## src/rtl/dds_pkg.sv

```systemverilog
// Shared constants for the DDS sweep controller: default widths, FSM state encodings
// and the frequency word loaded at reset.
package dds_pkg;

  localparam int FW_DEF = 21;
  localparam int DW_DEF = 16;

  localparam logic [1:0] SW_IDLE = 2'd0;
  localparam logic [1:0] SW_UP   = 2'd1;
  localparam logic [1:0] SW_DN   = 2'd2;
  localparam logic [1:0] SW_DONE = 2'd3;

  localparam logic [FW_DEF-1:0] F_RESET = '0;

endpackage

```

## src/rtl/dds_step_alu.sv

```systemverilog
// Clamped step adder/subtractor: next = min(cur+step, limit) going up, or
// max(cur-step, limit) going down. Carry or borrow saturates to the limit.
module dds_step_alu
  import dds_pkg::*;
#(
  parameter int FW = FW_DEF
) (
  input  logic [FW-1:0] cur,
  input  logic [FW-1:0] step,
  input  logic [FW-1:0] limit,
  input  logic          dir_down,
  output logic [FW-1:0] next,
  output logic          at_limit
);

  logic [FW:0] sum;
  logic [FW:0] diff;

  // NOTE: every always_comb output gets a default first so no path can infer a latch.
  always_comb begin
    sum  = {1'b0, cur} + {1'b0, step};
    diff = {1'b0, cur} - {1'b0, step};
    next = limit;
    if (dir_down) begin
      if (!diff[FW] && (diff[FW-1:0] > limit)) next = diff[FW-1:0];
    end else begin
      if (!sum[FW] && (sum[FW-1:0] < limit)) next = sum[FW-1:0];
    end
  end

  assign at_limit = (cur == limit);

endmodule

```

## src/rtl/dds_sweep_ctrl.sv

```systemverilog
// Staircase frequency sweep from a start word to a stop word with a programmable dwell.
// Define DDS_SWEEP_TRIANGLE_EN to sweep back down to the start word before finishing.
module dds_sweep_ctrl
  import dds_pkg::*;
#(
  parameter int FW = FW_DEF,
  parameter int DW = DW_DEF
) (
  input  logic          clk,
  input  logic          reset,
  input  logic          start,
  input  logic          stop,
  input  logic          repeat_en,
  input  logic [FW-1:0] f_start,
  input  logic [FW-1:0] f_stop,
  input  logic [FW-1:0] f_step,
  input  logic [DW-1:0] dwell,
  output logic [FW-1:0] f_control,
  output logic          f_update,
  output logic          busy,
  output logic          sweep_done
);

  logic [1:0]    state;
  logic [DW-1:0] cnt;
  logic [FW-1:0] sh_start;
  logic [FW-1:0] sh_stop;
  logic [FW-1:0] sh_step;
  logic [DW-1:0] sh_dwell;

  logic          dir_down;
  logic [FW-1:0] alu_next;
  logic          at_limit;
  logic          degenerate;
  logic          finish;
  logic [1:0]    step_state;
  logic          do_capture;

`ifdef DDS_SWEEP_TRIANGLE_EN
  // Turn around as soon as the current word sits on the stop word.
  assign dir_down   = (state == SW_DN) || (f_control == sh_stop);
  assign finish     = degenerate || ((state == SW_DN) && at_limit);
  assign step_state = dir_down ? SW_DN : SW_UP;
`else
  assign dir_down   = 1'b0;
  assign finish     = degenerate || at_limit;
  assign step_state = SW_UP;
`endif

  assign degenerate = (sh_start >= sh_stop) || (sh_step == '0);
  assign do_capture = !stop && (((state == SW_IDLE) && start) ||
                                ((state == SW_DONE) && repeat_en));

  dds_step_alu #(.FW(FW)) u_alu (
    .cur      (f_control),
    .step     (sh_step),
    .limit    (dir_down ? sh_start : sh_stop),
    .dir_down (dir_down),
    .next     (alu_next),
    .at_limit (at_limit)
  );

  // NOTE: sequential state uses non-blocking assignments so every register samples pre-edge values.
  always_ff @(posedge clk or posedge reset) begin
    if (reset) begin
      // NOTE: shadow registers are reset too, so a stray read after reset is deterministic.
      state      <= SW_IDLE;
      cnt        <= '0;
      sh_start   <= '0;
      sh_stop    <= '0;
      sh_step    <= '0;
      sh_dwell   <= '0;
      f_control  <= FW'(F_RESET);
      f_update   <= 1'b0;
      busy       <= 1'b0;
      sweep_done <= 1'b0;
    end else begin
      f_update   <= 1'b0;
      sweep_done <= 1'b0;
      if (do_capture) begin
        sh_start  <= f_start;
        sh_stop   <= f_stop;
        sh_step   <= f_step;
        sh_dwell  <= dwell;
        f_control <= f_start;
        cnt       <= dwell;
        f_update  <= 1'b1;
        busy      <= 1'b1;
        state     <= SW_UP;
      end else begin
        case (state)
          SW_IDLE: ;
          SW_UP, SW_DN: begin
            if (stop) begin
              state <= SW_IDLE;
              busy  <= 1'b0;
            end else if (cnt != '0) begin
              cnt <= cnt - DW'(1);
            end else if (finish) begin
              state      <= SW_DONE;
              sweep_done <= 1'b1;
            end else begin
              f_control <= alu_next;
              cnt       <= sh_dwell;
              f_update  <= 1'b1;
              state     <= step_state;
            end
          end
          default: begin
            state <= SW_IDLE;
            busy  <= 1'b0;
          end
        endcase
      end
    end
  end

endmodule

```

## config.mk

```make
export PLATFORM = sky130hd
export DESIGN_NAME = dds_sweep_ctrl
export DESIGN_NICKNAME = d
export VERILOG_FILES = /design/src/rtl/dds_pkg.sv /design/src/rtl/dds_step_alu.sv /design/src/rtl/dds_sweep_ctrl.sv
export SDC_FILE = /design/constraint.sdc
export NUM_CORES = 1
export LEC_CHECK = 0
export BUFFER_PORTS_ARGS = -buffer_cell sky130_fd_sc_hd__buf_2
export CAP_MARGIN = 20
export CORE_UTILIZATION = 30
export CTS_BUF_LIST = sky130_fd_sc_hd__clkbuf_4
export CTS_CLUSTER_DIAMETER = 120
export CTS_CLUSTER_SIZE = 30
export DETAILED_ROUTE_END_ITERATION = 6
export PLACE_DENSITY = 0.46
export SETUP_SLACK_MARGIN = 0.4
export SLEW_MARGIN = 20
export SYNTH_ARGS = -nofsm -noshare
export SYNTH_HDL_FRONTEND = slang
export SYNTH_SLANG_ARGS = --single-unit
```

## constraint.sdc

```tcl
create_clock -name clk -period 8.2 [get_ports clk]
set_clock_uncertainty 0.05 [all_clocks]
set_input_delay 0 -clock clk [delete_from_list [all_inputs] [get_ports clk]]
set_output_delay 0 -clock clk [all_outputs]
set_load 0.1 [all_outputs]
```

After elaboration in Yosys (flattened, before gate mapping)
Cells that the tools add are included.

cells by class
  magnitude comparators = 2
  reductions and logical operators = 18
  equal/unequal tests = 11
  $add $sub $neg = 2
  mux-type cells = 29

operators by type and width
  kind                                                                     count
  21-bit 2-to-1 mux                                                        6
  16-bit 2-to-1 mux                                                        5
  21-bit by 21-bit adder with 22-bit output                                1
  21-bit equality test                                                     1
  21-bit >= comparator                                                     1
  21-bit zero test                                                         1
  21-bit < comparator                                                      1
  16-bit nonzero test                                                      1
  16-bit by 1-bit subtractor with 16-bit output, second input constant     1
  1-bit 2-to-1 mux                                                         12
  2-bit 2-to-1 mux                                                         4
  2-bit equality test, second input constant                               2
  1-bit logical AND                                                        4
  2-bit by 1-bit inequality test with 1-bit output, second input constant  2
  2-bit inequality test, second input constant                             2
  4-bit inequality test, second input constant                             1
  2-bit case mux with 2 select lines                                       1
  2-bit AND reduction                                                      2
  4-bit AND reduction                                                      1
  1-bit logical OR                                                         3
  3-bit by 1-bit inequality test with 1-bit output, second input constant  1
  3-bit inequality test, second input constant                             1
  3-bit AND reduction                                                      1
  2-bit by 1-bit equality test with 1-bit output, second input constant    1
  other kinds (5)                                                          6

word-level totals
  bits of input ports = 84
  word-level logic and storage cells = 72
  register bits after elaboration = 121
  output and inout port bits = 24

Logic depth before layout (Yosys ltp)
Gate-level depths: netlist of the first run.

  word-level depth = 9
  mapped depth = 22
  mapped depth without buffers = 20

By module
From an unflattened synthesis of the first run, not the netlist that was laid out.

second synthesis, totals
  cells, all modules = 1155
  area total of the unflattened synthesis = 9739.3 um2

modules (own cells, without submodules)
  module          cells each  sequential area each (um2)  times used  area each (um2)
  dds_sweep_ctrl  640         3027.9                      1           5825.6
  dds_step_alu    515         0.0                         1           3913.8

Worst setup path after synthesis of the first run
Ideal clock, no wire load.

  path type = flip-flop to flip-flop
  start point = register f_control[0]
  end point = register f_control[12]
  required time = 8.021 ns
  period minus slack after synthesis = 5.086 ns
  cell stages (with the launch flop) = 23
  library setup time = 0.129 ns
  setup slack = 3.114 ns
  buffers on the path = 2
  arrival time = 4.907 ns
  cells stage by stage = dfrtp_1 ha_1 inv_1 fa_1 nand2b_1 a21oi_1 o21ai_0 o211ai_1 nand4_1 mux2_2 nor2_1 inv_1 ha_1 a21o_1 a21oi_1 nor2b_1 a2111oi_0 o2111a_1 o21a_1 buf_4 buf_4 mux2i_1 a21oi_1

on the way
  cells in the longest elaborated chain, start to end = 9
  elaborated cells on any way between the ends = 14
  those cells by class = add/sub (1); order compare (1); eq/ne (2); mux (6); reduce/logical (4)

RTL lines
  element                                                        RTL line               source
  start, declared                                                dds_sweep_ctrl.sv:18   output logic [FW-1:0] f_control,
  start signal, assigned                                         dds_sweep_ctrl.sv:73   f_control <= FW'(F_RESET);
  start signal, assigned                                         dds_sweep_ctrl.sv:85   f_control <= f_start;
  start signal, assigned                                         dds_sweep_ctrl.sv:103  f_control <= alu_next;
  21-bit by 21-bit adder with 22-bit output                      dds_step_alu.sv:21     sum = {1'b0, cur} + {1'b0, step};
  21-bit < comparator / 1-bit zero test (equally long branches)  dds_step_alu.sv:27     if (!sum[FW] && (sum[FW-1:0] < limit)) next = sum[FW-1:0];
  1-bit logical AND                                              dds_step_alu.sv:27
  21-bit 2-to-1 mux                                              dds_step_alu.sv:27
  21-bit 2-to-1 mux                                              dds_sweep_ctrl.sv:99   end else if (finish) begin
  21-bit 2-to-1 mux                                              dds_sweep_ctrl.sv:97   end else if (cnt != '0) begin
  21-bit 2-to-1 mux                                              dds_sweep_ctrl.sv:94   if (stop) begin
  21-bit 2-to-1 mux                                              dds_sweep_ctrl.sv:91   case (state)
  21-bit 2-to-1 mux                                              dds_sweep_ctrl.sv:80   if (do_capture) begin

Several ways; a longest one is shown, not always the timed one. The select of a mux whose other input is x is not followed.
A chain may end at the register's enable or synchronous reset.

Worst setup path in the final report of the first run
  start point = register f_control[0]
  end point = register f_control[16]

The elaborated chain is that of the path after synthesis.

==> results.json, run 1 <==
{
  "status": "completed",
  "cts_tree": "done",
  "syn-mean-instance-area_um2": 8.552,
  "timing.fmax_ghz": 0.1730,
  "area.growth.synth_to_final_pct": 25.34,
  "power.ir.vdd_worst_uv": 278.9,
  "initial_core_util_pct": 31.00,
  "p_seq_share_pct": 25.4,
  "timing.final.ws_setup_ns": 2.420,
  "netlist_instances": 892,
  "setup_viol_count_final": 0,
  "worstRegToRegCells": 20,
  "cap_viol_max_count": 0,
  "clkLatencyLatePin_ns": 0.55,
  "power_switching_share_pct": 52.86,
  "postSynth.asyncResetShare_pct": 100.0,
  "route.final.wire_length_mm": 23.92,
  "synth_top_cell_by_area": "dfrtp_1",
  "wire_length_of_the_first_global_routing_pass_mm": 37.94,
  "fin_setup_tns_ns": 0,
  "timing.reg2reg.setup_slack_ns": 2.42,
  "synth_area_mm2": 0.007629,
  "die-height_um": 161.5,
  "num-fill-cells": 2570,
  "ys_warn_count": 0,
  "core_mm2": 0.02460,
  "drc": 0,
  "finalHoldViolations": 0,
  "final_net_count": 1221,
  "timing.rr.end": "f_control[16]",
  "rsz0062_at_grt": "false",
  "vias_per_cell": 4.930,
  "crit_fanout": 16,
  "synthesis.nets": 1043,
  "cts.sink_count": 121,
  "synth_xor_area_share_pct": 4.363,
  "grtUsageTotal_pct": 18.89,
  "core.rowCount": 57,
  "critPathLaunch": "f_control[0]",
  "total_power_w": 0.004493,
  "globalRoute.totalOverflow": 0,
  "place_congestion": 0.8515,
  "tritoncts.num_buffers": 17,
  "fp.dieArea_mm2": 0.02607,
  "category_of_the_critical_setup_timing_path": "reg -> reg",
  "setup.worst_path.start_class": "flop",
  "compound_cell_area_share_of_the_yosys_netlist_pct": 17.98,
  "endpoint_kind": "flop",
  "synth_cell_type_count": 65,
  "route.antenna.remaining_nets": 0,
  "pwr-share-clk_pct": 9.9,
  "root_buffer": "clkbuf_4",
  "timing.max_slew.rel_slack_pct": 35.19,
  "cell_int_power_w": 0.002118,
  "synth.top_cells.by_area": "dfrtp_1, nand2_1, ha_1",
  "multi_input_area_mm2": 0.004277,
  "post_synth_fa_ha_maj_area_fraction_pct": 11.09,
  "seq_cell_area_mm2": 0.003028,
  "synth_top_family_by_area": "simple AND/OR/NAND/NOR gates",
  "whs_ns": 0.05699,
  "synth-seq-cells": 121,
  "p_comb_share_pct": 64.7,
  "cts-resized-gates": 0,
  "dr.first_iter.drc_count": 447,
  "post-dp-hpwl_mm": 17.28,
  "grt_antenna_before_repair": 1,
  "critical_path_required_ns": 8.59,
  "synth-simple-area-share_pct": 20.42,
  "numPortBuffers": 107,
  "grt_start_max_net_pins": 76,
  "final_period_minus_worst_setup_slack_ns": 5.780,
  "synth_sequential_area_ratio_pct": 39.69,
  "io-pin-count": 108,
  "dp_slack_ns": 2.441,
  "routed-via-count": 6942,
  "cts.htree.levels": 4,
  "period_share_pct": 70.49,
  "synth_top_cell_area_share_pct": 39.69,
  "post_drt_wl_per_cell_um": 16.99,
  "vias_in_the_first_global_route": 6859,
  "ys.flop_type": "dfrtp_1",
  "critical_path.reg2reg.startpoint": "f_control[0]",
  "dr.pass1.iters": 5,
  "number_of_buffers_between_clock_root_and_the_deepest_sink": 2,
  "power.density_cell_area_mw_per_mm2": 469.9,
  "die_width_um": 161.5,
  "p_switching_w": 0.002375,
  "clk_pin_slew_worst_paths_ns": 0.13,
  "arrival_time_of_the_worst_setup_path_ns": 6.17,
  "synth_edf_count": 0,
  "layout-drive-gt1-share_pct": 14.59,
  "final_max_slew_viol_count": 0,
  "leakage_nw": 4.605,
  "muxShareOfSynthArea_pct": 2.116,
  "tightest_slew_ns": 0.9721,
  "setup.worst_path.end": "f_control[16]",
  "hold_class": "in -> async"
}
==> logic make-up after synthesis <==
kind of cell / after synthesis
flops: 121
fa+ha+maj: 67
buf+inv: 80
compound gates: 217
xor+xnor: 38
mux: 16
simple gates: 353
==> cell usage in the layout, fill, tap and decap left out, drive strengths merged, types with 7 or more instances in the layout <==
cell,instances
a21boi,8
a21o,11
a21oi,49
a221o,8
a221oi,7
a31oi,7
buf,113
clkbuf,18
dfrtp,121
dlygate4sd3,81
ha,66
inv,46
mux2i,15
nand2,235
nand3,17
nor2,39
nor2b,8
nor3,12
o21ai,76
xnor2,13
xor2,25
==> per-stage QoR <==
stage / cells / utilization, % / area [um^2]
after floorplan: 892 / - / 7629
after global placement: 1294 / 34.39 / 8462
after detailed placement: 1294 / 34.39 / 8462
after CTS: 1407 / 38.85 / 9559
after global routing: 1408 / 38.86 / 9562
final: 1408 / 38.86 / 9562
==> worst max-delay path: stages (launching register included) <==
cell,delay [ns]
dfrtp_1,0.43
ha_1,0.20
inv_1,0.06
fa_1,0.38
nand2b_1,0.19
a21oi_1,0.20
o21ai_0,0.26
o211ai_1,0.46
nand4_1,0.15
mux2_2,0.28
nor2_1,0.15
inv_1,0.06
ha_1,0.28
a21o_1,0.18
a21oi_1,0.14
nor2b_1,0.06
a2111oi_0,0.37
o2111a_1,0.24
o21a_1,0.77
nor2_1,0.35
a221o_1,0.43
==> flip-flops by register name, summed over array words and instances (netlist names) <==
signal / cells
f_control: 21
sh_start: 21
sh_step: 21
sh_stop: 21
cnt: 16
sh_dwell: 16
state: 2
busy: 1
f_update: 1
sweep_done: 1
==> layer usage <==
metal  wire [um]  share of wire (%)  up-vias  GRT usage, %
met5           0                  0        -             0
met2       10810                 45      161         29.33
met3         869                3.6       14         2.465
li1            -                  -     3472             -
met4         267                1.1        0         5.317
met1       11970                 50     3295         27.30
==> power by group through the flow <==
stage | sequential [W] | combinational [W] | clock, W
floorplan | 0.00145 | 0.00185 | 0
global placement | 0.00116 | 0.00285 | 0
detailed placement | 0.00115 | 0.00285 | 0
CTS | 0.00114 | 0.00291 | 0.000464
global route | 0.00118 | 0.00322 | 0.000486
finish | 0.00114 | 0.00291 | 0.000445
==> repair_timing <==
item / 4_1_cts / 5_1_grt
hold endpoints to repair: 174 / 0
buffers inserted: 0 / 0
setup endpoints to repair: 0 / 0
hold buffers: 81 / 0
==> worst min-delay path by stage <==
stage / start / endpoint / slack, ns / depth (start not counted)
2_1_floorplan: dwell[15] / sh_dwell[15] / 0.06 / 2
5_1_grt: f_step[18] / sh_step[18] / 0.07 / 4
3_3_place_gp: reset / sh_dwell[9] / 0.14 / 2
6_report: reset / sh_dwell[9] / 0.06 / 3
3_5_place_dp: reset / sh_dwell[9] / 0.14 / 2
4_1_cts: reset / sh_dwell[9] / 0.06 / 3
==> synthesized netlist by cell type (12+ instances only) <==
cell type and instances:
mux2i_1 15, xor2_1 25, nand3_1 16, nor2_1 37, clkbuf_1 20, ha_1 66
nor3_1 12, xnor2_1 13, a21oi_1 48, dfrtp_1 121, nand2_1 235, o21ai_0 73
inv_1 45
==> cell type report <==
cell class	instances	share of cell area [%]
sequential	121	31.67
clock inverter	14	1.583
clock buffer	18	1.413
multi-input combinational	691	44.73
inverter	45	1.793
tap	324	4.240
antenna	1	0.02617
timing repair buffer	194	14.55
No activity file was read; power rests on OpenSTA's default activity.
==> run 2, diff against run 1 <==
==> constraint.sdc (replaced) <==
create_clock -name clk -period 5.71 [get_ports clk]
set_clock_uncertainty 0.05 [all_clocks]
set_input_delay 0 -clock clk [delete_from_list [all_inputs] [get_ports clk]]
set_output_delay 0 -clock clk [all_outputs]
set_load 0.1 [all_outputs]
==> run 2 against run 1 <==
  * Non-clock buffer count is 13 higher
  * Count of clock-buffer cells in the layout unchanged
  * Sequential share of layout area down 0.28 points
  * Die area stayed put
  * Sequential power rose by 45%
  * Fmax is 18% higher
  * Flip-flop and latch count is the same
  * Clock power increased by 32%
  * Final cell count grew 0.78%
  * Combinational power rose by 45%
==> results.json, run 2 (synthesized netlist as in run 1, its figures left out) <==
{
  "status": "completed",
  "worstRegToRegCells": 22,
  "final_max_slew_viol_count": 0,
  "cts_tree": "done",
  "place_congestion": 0.8338,
  "cap_viol_max_count": 0,
  "cts.htree.levels": 4,
  "post_drt_wl_per_cell_um": 16.97,
  "drc": 0,
  "timing.fmax_ghz": 0.2047,
  "area.growth.synth_to_final_pct": 26.46,
  "clk_pin_slew_worst_paths_ns": 0.12,
  "hold_class": "in -> async",
  "layout.cells.non_filler": 1419,
  "final_period_minus_worst_setup_slack_ns": 4.885,
  "die_width_um": 161.5,
  "fp.dieArea_mm2": 0.02607,
  "initial_core_util_pct": 31.00,
  "route.antenna.remaining_nets": 0,
  "dr.first_iter.drc_count": 411,
  "cp_cell_sequence": "ha_1 > inv_1 > fa_1 > nand2b_1 > a21oi_1 > o21ai_1 > o211ai_1 > buf_4 > nand4_1 > mux2_2 > nor2_1 > inv_1 > ha_1 > a21o_1 > a21oi_1 > nor2b_1 > a2111oi_0 > o2111a_1 > o21a_1 > buf_6 > mux2i_1 > o221ai_1",
  "category_of_the_critical_setup_timing_path": "reg -> reg",
  "fin_setup_tns_ns": 0,
  "place_inst": 1297,
  "finalHoldViolations": 0,
  "grt_start_max_net_pins": 75,
  "critical-path-top-delay-family": "compound AO/OA/AOI/OAI gates",
  "arrival_time_of_the_worst_setup_path_ns": 5.26,
  "critical_path.reg2reg.startpoint": "f_control[0]",
  "tightest_slew_ns": 0.9081,
  "leading_cell_type_in_the_layout_fill_and_taps_excluded": "nand2_1",
  "grt_antenna_before_repair": 1,
  "layout.cells.most_common_list": "nand2_1, dfrtp_1, buf_2",
  "power.ir.vdd_worst_uv": 342.4,
  "critical_path_required_ns": 6.09,
  "tritoncts.num_buffers": 17,
  "vias_per_cell": 4.923,
  "core_mm2": 0.02460,
  "clkLatencyLatePin_ns": 0.55,
  "layout-drive-gt1-share_pct": 14.17,
  "setup.worst_path.start_class": "flop",
  "io-pin-count": 108,
  "cpPeakStageDelay_ns": 0.42,
  "wire_length_of_the_first_global_routing_pass_mm": 38.63,
  "rsz0062_at_grt": "false",
  "timing.max_slew.rel_slack_pct": 39.46,
  "critPathBufInv": 4,
  "leakage_nw": 4.633,
  "critical-path-slowest-cell": "dfrtp_1",
  "period_share_pct": 85.55,
  "endpoint_kind": "flop",
  "crit_fanout": 12,
  "power.density_cell_area_mw_per_mm2": 669.0,
  "post-dp-hpwl_mm": 17.42,
  "timing.rr.end": "f_control[1]",
  "root_buffer": "clkbuf_4",
  "vias_in_the_first_global_route": 6996,
  "dr.pass1.iters": 4,
  "globalRoute.totalOverflow": 0,
  "core.rowCount": 57,
  "setup_viol_count_final": 0,
  "numPortBuffers": 107,
  "timing.reg2reg.setup_slack_ns": 0.83,
  "die-height_um": 161.5,
  "number_of_buffers_between_clock_root_and_the_deepest_sink": 2,
  "routed-via-count": 6986,
  "grtUsageTotal_pct": 19.22,
  "final_net_count": 1234,
  "cts.sink_count": 121,
  "route.final.wire_length_mm": 24.08
}
run 2: cell count changes in the layout (fill, tap and decap cells not counted):
cell           change
dlygate4sd3_1     +10
clkinv_1           +4
clkinv_4           -4
clkinvlp_4         -3
buf_4              +2
clkinv_2           +2
buf_6              +1
inv_6              -1
o21ai_0            -1
o21ai_1            +1
run 2: area by class of cell:
class                   count  area (um^2)
diodes                      1        2.502
well taps                 324        405.4
multi-input cells         691         4277
flip-flops and latches    121         3028
clock buffers              18        135.1
repair buffers            207         1518
inverters                  45        171.4
fillers                  2545        14960
clock inverters            12        110.1
run 2: through the flow:
stage | setup slack, ns | total power, W | cell area [um^2] | util (%) | hold WS [ns]
3_5_place_dp | 0.7009 | 0.005786 | 8484 | 34.48 | 0.1280
3_3_place_gp | 0.7714 | 0.005777 | 8484 | 34.48 | 0.1292
5_1_grt | 0.4273 | 0.007052 | 9647 | 39.21 | 0.08107
6_report | 0.8254 | 0.006453 | 9647 | 39.21 | 0.04772
4_1_cts | 0.6398 | 0.006470 | 9641 | 39.18 | 0.06371
2_1_floorplan | 0.6242 | 0.004726 | 7629 | - | 0.05544
run 2: per-layer routing:
metal / up-vias / GRT usage (%) / share of wire, %
met5: - / 0 / 0
met4: 0 / 3.602 / 0.71
met3: 13 / 3.416 / 3.1
met2: 121 / 30.15 / 45
met1: 3356 / 27.66 / 51
li1: 3496 / - / -
run 2: power breakdown:
group / internal [W] / switching [W] / total, W
Sequential: 0.00125 / 0.000396 / 0.00165
Combinational: 0.00157 / 0.00265 / 0.00422
Clock: 0.000250 / 0.000339 / 0.000589
Total: 0.00307 / 0.00338 / 0.00645
run 2: worst max-delay path by stage:
stage / startpoint / end / slack [ns] / depth (start not counted)
floorplan: f_control[0] / f_control[12] / 0.62 / 22
finish: f_control[0] / f_control[1] / 0.83 / 22
global placement: f_control[0] / f_control[1] / 0.77 / 22
global route: f_control[0] / f_control[1] / 0.43 / 22
detailed placement: f_control[0] / f_control[1] / 0.70 / 22
CTS: f_control[0] / f_control[1] / 0.64 / 22
run 2: tightest hold or removal path: cells and delay by family:
| family | cells | cell delay, ns |
|---|---|---|
| buffers and inverters | 3 | 1.16 |
run 2: repair_timing:
action                     CTS  global route
resized for setup            0             2
buffers inserted             0             0
hold buffers                91             0
setup endpoints to repair    0            14
hold endpoints to repair   172             0
